`src/rtl/dsp_muladd_pipe.sv`:
```
// dsp_muladd_pipe: signed multiply-add / multiply-subtract / multiply-accumulate /
// multiply-only over a lat-stage pipeline with a travelling valid flag and a
// global enable that freezes every stage.
// Optional build macro DSP_MULADD_SAT_EN: when defined, y saturates on overflow
// instead of wrapping (the accumulator always stays full precision).
module dsp_muladd_pipe #(
    parameter int width     = 8,
    parameter int lat       = 2,
    parameter int acc_width = 48
) (
    input  logic             clock,
    input  logic             reset,
    input  logic             en,
    input  logic             in_valid,
    input  logic [1:0]       mode,
    input  logic             acc_clr,
    input  logic [width-1:0] a,
    input  logic [width-1:0] b,
    input  logic [width-1:0] c,
    output logic             out_valid,
    output logic [width-1:0] y,
    output logic             overflow
);

    localparam int PW = 2 * width;
    localparam int RW = (2 * width + 1 > acc_width) ? 2 * width + 1 : acc_width;
    localparam int PD = (lat > 2) ? lat - 2 : 1;

    // Full-precision signed product of two width-bit operands.
    function automatic logic [PW-1:0] smul(input logic [width-1:0] x,
                                           input logic [width-1:0] z);
        logic signed [PW-1:0] xe;
        logic signed [PW-1:0] ze;
        xe = PW'($signed(x));
        ze = PW'($signed(z));
        return xe * ze;
    endfunction

`ifdef DSP_MULADD_SAT_EN
    // Clamp value for an out-of-range result of the given sign.
    function automatic logic [width-1:0] sat_value(input logic neg);
        logic [width-1:0] v;
        if (neg) begin
            v = {1'b1, {(width-1){1'b0}}};
        end else begin
            v = {1'b0, {(width-1){1'b1}}};
        end
        return v;
    endfunction
`endif

    // Signals presented to the output (final add) stage.
    logic [PW-1:0]    fin_p_s;
    logic [width-1:0] fin_c_s;
    logic [1:0]       fin_mode_s;
    logic             fin_clr_s;
    logic             fin_valid_s;

    generate
        if (lat == 1) begin : g_lat1
            // Single-stage build: multiply and add both feed the output register.
            always_comb begin
                fin_p_s     = smul(a, b);
                fin_c_s     = c;
                fin_mode_s  = mode;
                fin_clr_s   = acc_clr;
                fin_valid_s = in_valid;
            end
        end else begin : g_latn
            logic [width-1:0] s1_a_q;
            logic [width-1:0] s1_b_q;
            logic [width-1:0] s1_c_q;
            logic [1:0]       s1_mode_q;
            logic             s1_clr_q;
            logic             s1_valid_q;
            logic [PW-1:0]    s1_p_s;

            // Stage 1: capture operands and beat control while enabled.
            always_ff @(posedge clock or negedge reset) begin
                if (!reset) begin
                    s1_a_q     <= '0;
                    s1_b_q     <= '0;
                    s1_c_q     <= '0;
                    s1_mode_q  <= 2'b00;
                    s1_clr_q   <= 1'b0;
                    s1_valid_q <= 1'b0;
                end else if (en) begin
                    s1_a_q     <= a;
                    s1_b_q     <= b;
                    s1_c_q     <= c;
                    s1_mode_q  <= mode;
                    s1_clr_q   <= acc_clr;
                    s1_valid_q <= in_valid;
                end
            end

            assign s1_p_s = smul(s1_a_q, s1_b_q);

            if (lat == 2) begin : g_lat2
                // Stage 1 feeds the output stage directly.
                always_comb begin
                    fin_p_s     = s1_p_s;
                    fin_c_s     = s1_c_q;
                    fin_mode_s  = s1_mode_q;
                    fin_clr_s   = s1_clr_q;
                    fin_valid_s = s1_valid_q;
                end
            end else begin : g_chain
                logic [PW-1:0]    pp_q [PD];
                logic [width-1:0] pc_q [PD];
                logic [1:0]       pm_q [PD];
                logic             pk_q [PD];
                logic             pv_q [PD];

                // Middle stages carry the product and control towards the output.
                always_ff @(posedge clock or negedge reset) begin
                    if (!reset) begin
                        for (int i = 0; i < PD; i++) begin
                            pp_q[i] <= '0;
                            pc_q[i] <= '0;
                            pm_q[i] <= 2'b00;
                            pk_q[i] <= 1'b0;
                            pv_q[i] <= 1'b0;
                        end
                    end else if (en) begin
                        pp_q[0] <= s1_p_s;
                        pc_q[0] <= s1_c_q;
                        pm_q[0] <= s1_mode_q;
                        pk_q[0] <= s1_clr_q;
                        pv_q[0] <= s1_valid_q;
                        for (int i = 1; i < PD; i++) begin
                            pp_q[i] <= pp_q[i-1];
                            pc_q[i] <= pc_q[i-1];
                            pm_q[i] <= pm_q[i-1];
                            pk_q[i] <= pk_q[i-1];
                            pv_q[i] <= pv_q[i-1];
                        end
                    end
                end

                // Last middle stage feeds the output stage.
                always_comb begin
                    fin_p_s     = pp_q[PD-1];
                    fin_c_s     = pc_q[PD-1];
                    fin_mode_s  = pm_q[PD-1];
                    fin_clr_s   = pk_q[PD-1];
                    fin_valid_s = pv_q[PD-1];
                end
            end
        end
    endgenerate

    // Output stage state.
    logic [acc_width-1:0] acc_q, acc_d;
    logic [width-1:0]     y_q, y_d;
    logic                 ovf_q, ovf_d;
    logic                 out_valid_q, out_valid_d;

    // Final-add intermediates.
    logic [RW-1:0]        p_ext_s;
    logic [RW-1:0]        c_ext_s;
    logic [acc_width-1:0] acc_base_s;
    logic [acc_width-1:0] acc_sum_s;
    logic [RW-1:0]        r_s;
    logic [RW-width:0]    r_hi_s;
    logic                 r_ovf_s;
    logic [width-1:0]     r_y_s;
    logic                 take_s;

    // Final add, range check and next-state selection for the output stage.
    always_comb begin
        p_ext_s    = RW'($signed(fin_p_s));
        c_ext_s    = RW'($signed(fin_c_s));
        acc_base_s = fin_clr_s ? {acc_width{1'b0}} : acc_q;
        acc_sum_s  = acc_base_s + acc_width'($signed(fin_p_s));
        case (fin_mode_s)
            2'b00:   r_s = p_ext_s + c_ext_s;
            2'b01:   r_s = p_ext_s - c_ext_s;
            2'b10:   r_s = RW'($signed(acc_sum_s));
            2'b11:   r_s = p_ext_s;
            default: r_s = p_ext_s;
        endcase
        // r fits in width signed bits only if all bits from width-1 up agree.
        r_hi_s  = r_s[RW-1:width-1];
        r_ovf_s = !((&r_hi_s) || (~|r_hi_s));
`ifdef DSP_MULADD_SAT_EN
        if (r_ovf_s) begin
            r_y_s = sat_value(r_s[RW-1]);
        end else begin
            r_y_s = r_s[width-1:0];
        end
`else
        r_y_s = r_s[width-1:0];
`endif
        take_s = en && fin_valid_s;

        out_valid_d = out_valid_q;
        y_d         = y_q;
        ovf_d       = ovf_q;
        acc_d       = acc_q;
        if (en) begin
            out_valid_d = fin_valid_s;
        end else begin
            out_valid_d = out_valid_q;
        end
        if (take_s) begin
            y_d   = r_y_s;
            ovf_d = r_ovf_s;
        end else begin
            y_d   = y_q;
            ovf_d = ovf_q;
        end
        if (take_s && (fin_mode_s == 2'b10)) begin
            acc_d = acc_sum_s;
        end else begin
            acc_d = acc_q;
        end
    end

    // Output stage and accumulator registers.
    always_ff @(posedge clock or negedge reset) begin
        if (!reset) begin
            acc_q       <= '0;
            y_q         <= '0;
            ovf_q       <= 1'b0;
            out_valid_q <= 1'b0;
        end else begin
            acc_q       <= acc_d;
            y_q         <= y_d;
            ovf_q       <= ovf_d;
            out_valid_q <= out_valid_d;
        end
    end

    assign out_valid = out_valid_q;
    assign y         = y_q;
    assign overflow  = ovf_q;

endmodule

```
`config.mk`:
```
export PLATFORM = sky130hd
export DESIGN_NAME = dsp_muladd_pipe
export DESIGN_NICKNAME = d
export VERILOG_FILES = /design/src/rtl/dsp_muladd_pipe.sv
export SDC_FILE = /design/constraint.sdc
export NUM_CORES = 1
export LEC_CHECK = 0
export ABC_AREA = 1
export CAP_MARGIN = 10
export CELL_PAD_IN_SITES_DETAIL_PLACEMENT = 0
export CELL_PAD_IN_SITES_GLOBAL_PLACEMENT = 1
export CORE_MARGIN = 2
export CORE_UTILIZATION = 34
export DETAILED_ROUTE_END_ITERATION = 8
export GPL_TIMING_DRIVEN = 0
export PLACE_DENSITY_LB_ADDON = 0.1
export RECOVER_POWER = 100
export SLEW_MARGIN = 20
export SYNTH_ARGS = -nofsm -noshare
export SYNTH_HDL_FRONTEND = slang
export SYNTH_SLANG_ARGS = --single-unit
export TNS_END_PERCENT = 100
```
`constraint.sdc`:
```
create_clock -name clock -period 8 [get_ports clock]
set_clock_uncertainty 0.2 [all_clocks]
set_input_delay 1.2 -clock clock [delete_from_list [all_inputs] [get_ports clock]]
set_output_delay 1.2 -clock clock [all_outputs]
set_load 0.005 [all_outputs]
```
== Word level (Yosys, flattened, before mapping) ==
Cells that the tools add are included.

* $add $sub $neg: 3
* Multiply operators: 1
* Eq/ne operators: 3
* Multiplexer cells: 2
* Reduce and logical (&&, ||, !) cells: 8

{| class="wikitable"
|+ Operators by type and width
! cell !! count
|-
| $pmux 48 s4 || 1
|-
| $add 48x48->48 || 1
|-
| $mux 48 || 1
|-
| $reduce_and 41->1 || 1
|-
| $reduce_or 41->1 || 1
|-
| $add 16x8->17 || 1
|-
| $sub 16x8->17 || 1
|-
| $mul 8x8->16 || 1
|-
| $eq 2x2->1 const B || 2
|-
| $eq 2x1->1 const B || 1
|-
| $logic_and 1x1->1 || 2
|-
| $logic_not 1->1 || 2
|-
| $logic_not 2->1 || 1
|-
| $logic_or 1x1->1 || 1
|}

* Register bits: 86
* Bits of input ports: 31

== Logic depth before layout (Yosys ltp) ==
* Depth in word-level cells: 7
* Depth in mapped cells: 47
* Mapped depth without buffers: 46

== Worst setup path after synthesis ==
OpenSTA, ideal clock, no wires.

* Path type: register to register
* Start point: register g_latn.s1_a_q[7]
* End point: register ovf_q, in the netlist overflow
* Arrival: 6.323 ns
* Slack: 1.360 ns
* Cell stages (with the launch flop): 39
* Path buffers: 1
* Clock period less this slack: 6.640 ns
* Path through: dfrtp_1 -> clkbuf_1 -> nand2_1 -> inv_1 -> fa_1 -> inv_1 -> fa_1 -> inv_1 -> fa_1 -> inv_1 -> fa_1 -> inv_1 -> ha_1 -> a21o_1 -> a21oi_1 -> nand4_1 -> and2_1 -> ha_1 -> [... 3 more ...] -> o21ai_0 -> nand3_1 -> o21bai_2 -> nand2_1 -> nand2_1 -> nand2_1 -> nand2_1 -> nand2_1 -> nand3_1 -> nand3_1 -> nand3_1 -> nand2_1 -> nor2_1 -> nand2_1 -> nor2_1 -> nand2_1 -> nand3_1 -> nand2_1

* Cells in the longest elaborated chain, start to end: 7
* Elaborated cells on any way between the ends: 10
* Classes of those cells: add/sub: 3; mul: 1; mux: 1; reduce/logical: 5

{| class="wikitable"
|+ RTL lines
! what !! RTL line !! RTL
|-
| start: declaration || 70 || <nowiki>logic [width-1:0] s1_a_q;</nowiki>
|-
| start signal: assignment || 81 || <nowiki>s1_a_q <= '0;</nowiki>
|-
| start signal: assignment || 88 || <nowiki>s1_a_q <= a;</nowiki>
|-
| $mul 8x8->16 * || 36 || <nowiki>return xe * ze;</nowiki>
|-
| $add 48x48->48 (tied with other cells) || 175 || <nowiki>acc_sum_s = acc_base_s + acc_width'($signed(fin_p_s));</nowiki>
|-
| $pmux 48 s4 * || 176 || <nowiki>case (fin_mode_s)</nowiki>
|-
| $reduce_or 41->1 || 185 || <nowiki>r_ovf_s = !((&r_hi_s) || (~|r_hi_s));</nowiki>
|-
| $logic_not 1->1 || 185 ||
|-
| $logic_or 1x1->1 * || 185 ||
|-
| $logic_not 1->1 * || 185 ||
|-
| end signal: assignment || 230 || <nowiki>ovf_q <= ovf_d;</nowiki>
|-
| end: declaration || 156 || <nowiki>logic ovf_q, ovf_d;</nowiki>
|}

Every way passes the cells marked *; elsewhere a longest branch is shown, timed or not.
A chain may end at the register's enable or synchronous reset.

== Worst setup path in the final report ==
* Start point: register g_latn.s1_b_q[1]
* End point: register ovf_q, in the netlist overflow

* Cells in the longest elaborated chain, start to end: 7
* Elaborated cells on any way between the ends: 10
* Classes of those cells: add/sub: 3; mul: 1; mux: 1; reduce/logical: 5

{| class="wikitable"
|+ RTL lines
! what !! RTL line !! RTL
|-
| start: declaration || 71 || <nowiki>logic [width-1:0] s1_b_q;</nowiki>
|-
| start signal: assignment || 82 || <nowiki>s1_b_q <= '0;</nowiki>
|-
| start signal: assignment || 89 || <nowiki>s1_b_q <= b;</nowiki>
|-
| $mul 8x8->16 * || 36 ||
|-
| $add 48x48->48 (tied with other cells) || 175 ||
|-
| $pmux 48 s4 * || 176 ||
|-
| $reduce_or 41->1 || 185 ||
|-
| $logic_not 1->1 || 185 ||
|-
| $logic_or 1x1->1 * || 185 ||
|-
| $logic_not 1->1 * || 185 ||
|}

Marked as above.

==> results.md <==
* Outcome: complete, but fails checks
* Failing checks: max-capacitance violations, max-slew violations
* Largest net degree at the start of global routing at 56
* Crit-path max cell delay at 550 ps
* Setup Viol. Count Final at 0
* Commonest non-fill, non-tap cell in the layout: nand2_1
* Sink Count at 86
* Synthesis-stage register bit count at 86
* Tightest Pin Transition at 3327 ps
* Routed Antenna Nets at 0
* Hpwl dp at 37250 µm
* Port-buffer cells at 39
* Die Area at 38640 µm²
* Synth area leader: dfrtp_1
* Core Area at 36520 µm²
* Synth warn at 0
* Post-route setup TNS at 0 ps
* Final Slew Violations at 89
* Critical Path RT at 8060 ps
* Gr usage total at 24.58%
* Vias in the first global route at 12820
* Fmax at 131.9 MHz
* Top post-synthesis cells by area: dfrtp_1 17%, nand2_1 17%, inv_1 11%
* Slowest CP cell: fa_1
* Clock Path Buffers at 2
* Worst hold slack at 283.8 ps
* Reg-to-reg slack, setup at 420 ps
* Inserted Diodes at 0
* Via/cell ratio at 5.087
* Vias at 13113
* Layout area overhead at 10.94%
* Arr. time, crit path at 7650 ps
* CP max FO at 9
* WL/cell at 17.84 µm
* Die Width at 196.6 µm
* Cells after synthesis at 2068
* Async SR Flop Fraction at 100.0%
* Number of synthesized flops with an enable pin at 0
* Cell mode on critical path: nand2_1
* Std-Cell Rows at 70
* CP bufs+invs at 7
* Total clock buffers created by CTS at 9
* Post-route design area at 13990 µm²
* Critical path class: reg -> reg
* Placed Cells at 2576
* Most frequent cells in the layout: 570 x nand2_1, 364 x inv_1, 219 x nand3_1
* Mean Syn Cell Area at 6.096 µm²
* GR Overflow Total at 0
* CTS Hold Bufs at 0
* Area post-placement at 13610 µm²
* Initial DRC Count at 873
* # Max-Cap Violations at 2
* Initial Util at 34.52%
* CP Launch Type: flip-flop
* Unrepaired setup endpoints after global routing: no
* Period Utilization, post-route at 94.77%
* Crit path max-delay family: simple AND/OR/NAND/NOR gates
* Die Y at 196.6 µm
* Final wirelength at 46000 µm
* Unique masters post-synth at 49
* Initial antenna violation count at 0
* Critical Path End Type: flip-flop
* Final cell count without fillers at 2578
* Initial DRT Pass Iterations at 5
* Post-synth top area share at 17.07%
* Mapped Nets at 2245
* Main synth FF type: dfrtp_1
* Worst-path clk slew at 70 ps
* Clock root cell: clkbuf_16
* Drt drc at 0
* CTS tree: done
* Hold Fails Final Rpt at 0
* Worst skew pair latency at 390 ps
* Minimum clock period at 7582 ps
* Layout cell share with drive strength beyond 1 at 7.062%
* Global-route wire length before repair at 71890 µm
* Synthesized area at 12610 µm²
* H-tree levels at 3
* Min-Delay Path Class: reg -> reg
* Seq/Total Area, Yosys at 17.07%
* Normalized max-slew margin at -121.8%
* GPL Wtd Cong at 0.9230
* Fin nets at 2282
* Top-Level Pins at 41
[Yosys cell counts (all sizes together), types with 4 or more instances]
cell type / n
buf: 16
o211ai: 6
nand2: 598
nand3: 226
o41ai: 7
o21ai: 112
nand3b: 7
a21oi: 96
xor2: 10
nand4: 27
fa: 58
o21bai: 5
nor2: 210
o22ai: 9
inv: 389
or2: 4
ha: 88
mux2: 16
nor3: 15
clkbuf: 49
xnor2: 7
dfrtp: 86
o2111ai: 4
[area by class of cell]
cell class / instances / area (µm²)
Fill cell: 4086 / 22540
Multi-Input combinational cell: 1525 / 8807
Sequential cell: 86 / 2157
Inverter: 392 / 1480
Tap cell: 468 / 585.6
Timing Repair Buffer: 42 / 402.9
Buffer: 49 / 230.2
Clock buffer: 9 / 225.2
Clock inverter: 7 / 97.59
[registers in the layout, summed over array words and instances (netlist names), 2 cells and up]
register / count
acc_q: 48
fin_c_s: 8
fin_mode_s: 2
g_latn.s1_a_q: 8
g_latn.s1_b_q: 8
y: 8
[logic make-up after synthesis]
family                   count (synthesis)  synth area share, %
adder cells (fa/ha/maj)                146                17.94
buffers and inverters                  457                13.98
multiplexers                            16                1.429
XOR/XNOR                                17                1.181
AND/OR/NAND/NOR                       1092                37.25
flip-flops                              86                17.07
AO/OA/AOI/OAI                          254                11.15
[worst paths after layout]
path / end / startpoint / cells past startpoint
max: overflow / g_latn.s1_b_q[1] / 41
min: acc_q[23] / acc_q[23] / 2
max reg2reg: overflow / g_latn.s1_b_q[1] / 41
min reg2reg: acc_q[23] / acc_q[23] / 2
max in group asynchronous: g_latn.s1_a_q[7] / reset / 2
min in group asynchronous: y[4] / reset / 1
[per-stage QoR]
stage	setup slack, ps	utilization (%)
after floorplan	1360	-
after global placement	-55.40	37.19
after detailed placement	-58.06	37.27
after CTS	58.31	38.18
after global routing	20.95	38.29
final	418.1	38.29
[routing by layer]
layer,vias up,track usage (%),part of all wire [%]
met3,46,2.721,4.2
met2,281,40.03,45
met4,0,6.229,1.9
li1,6607,-,-
met5,-,0,0
met1,6179,34.70,49
[worst register-to-register path, delay by kind of cell (launching register included)]
kind,cells,cell delay [ps]
flip-flops,1,360
buffers and inverters,7,610
adder cells (fa/ha/maj),6,2670
AO/OA/AOI/OAI,3,590
AND/OR/NAND/NOR,25,3020
[repair_timing]
item,4_1_cts,5_1_grt
setup endpoints to repair,1,1
pin swaps,0,2
setup buffers,0,2
resized for setup,4,31
endpoints found under the hold margin,0,0
Power is left out: the tool's default activity adds up to more than one toggle a clock period on the data nets, which glitch-free logic cannot reach.
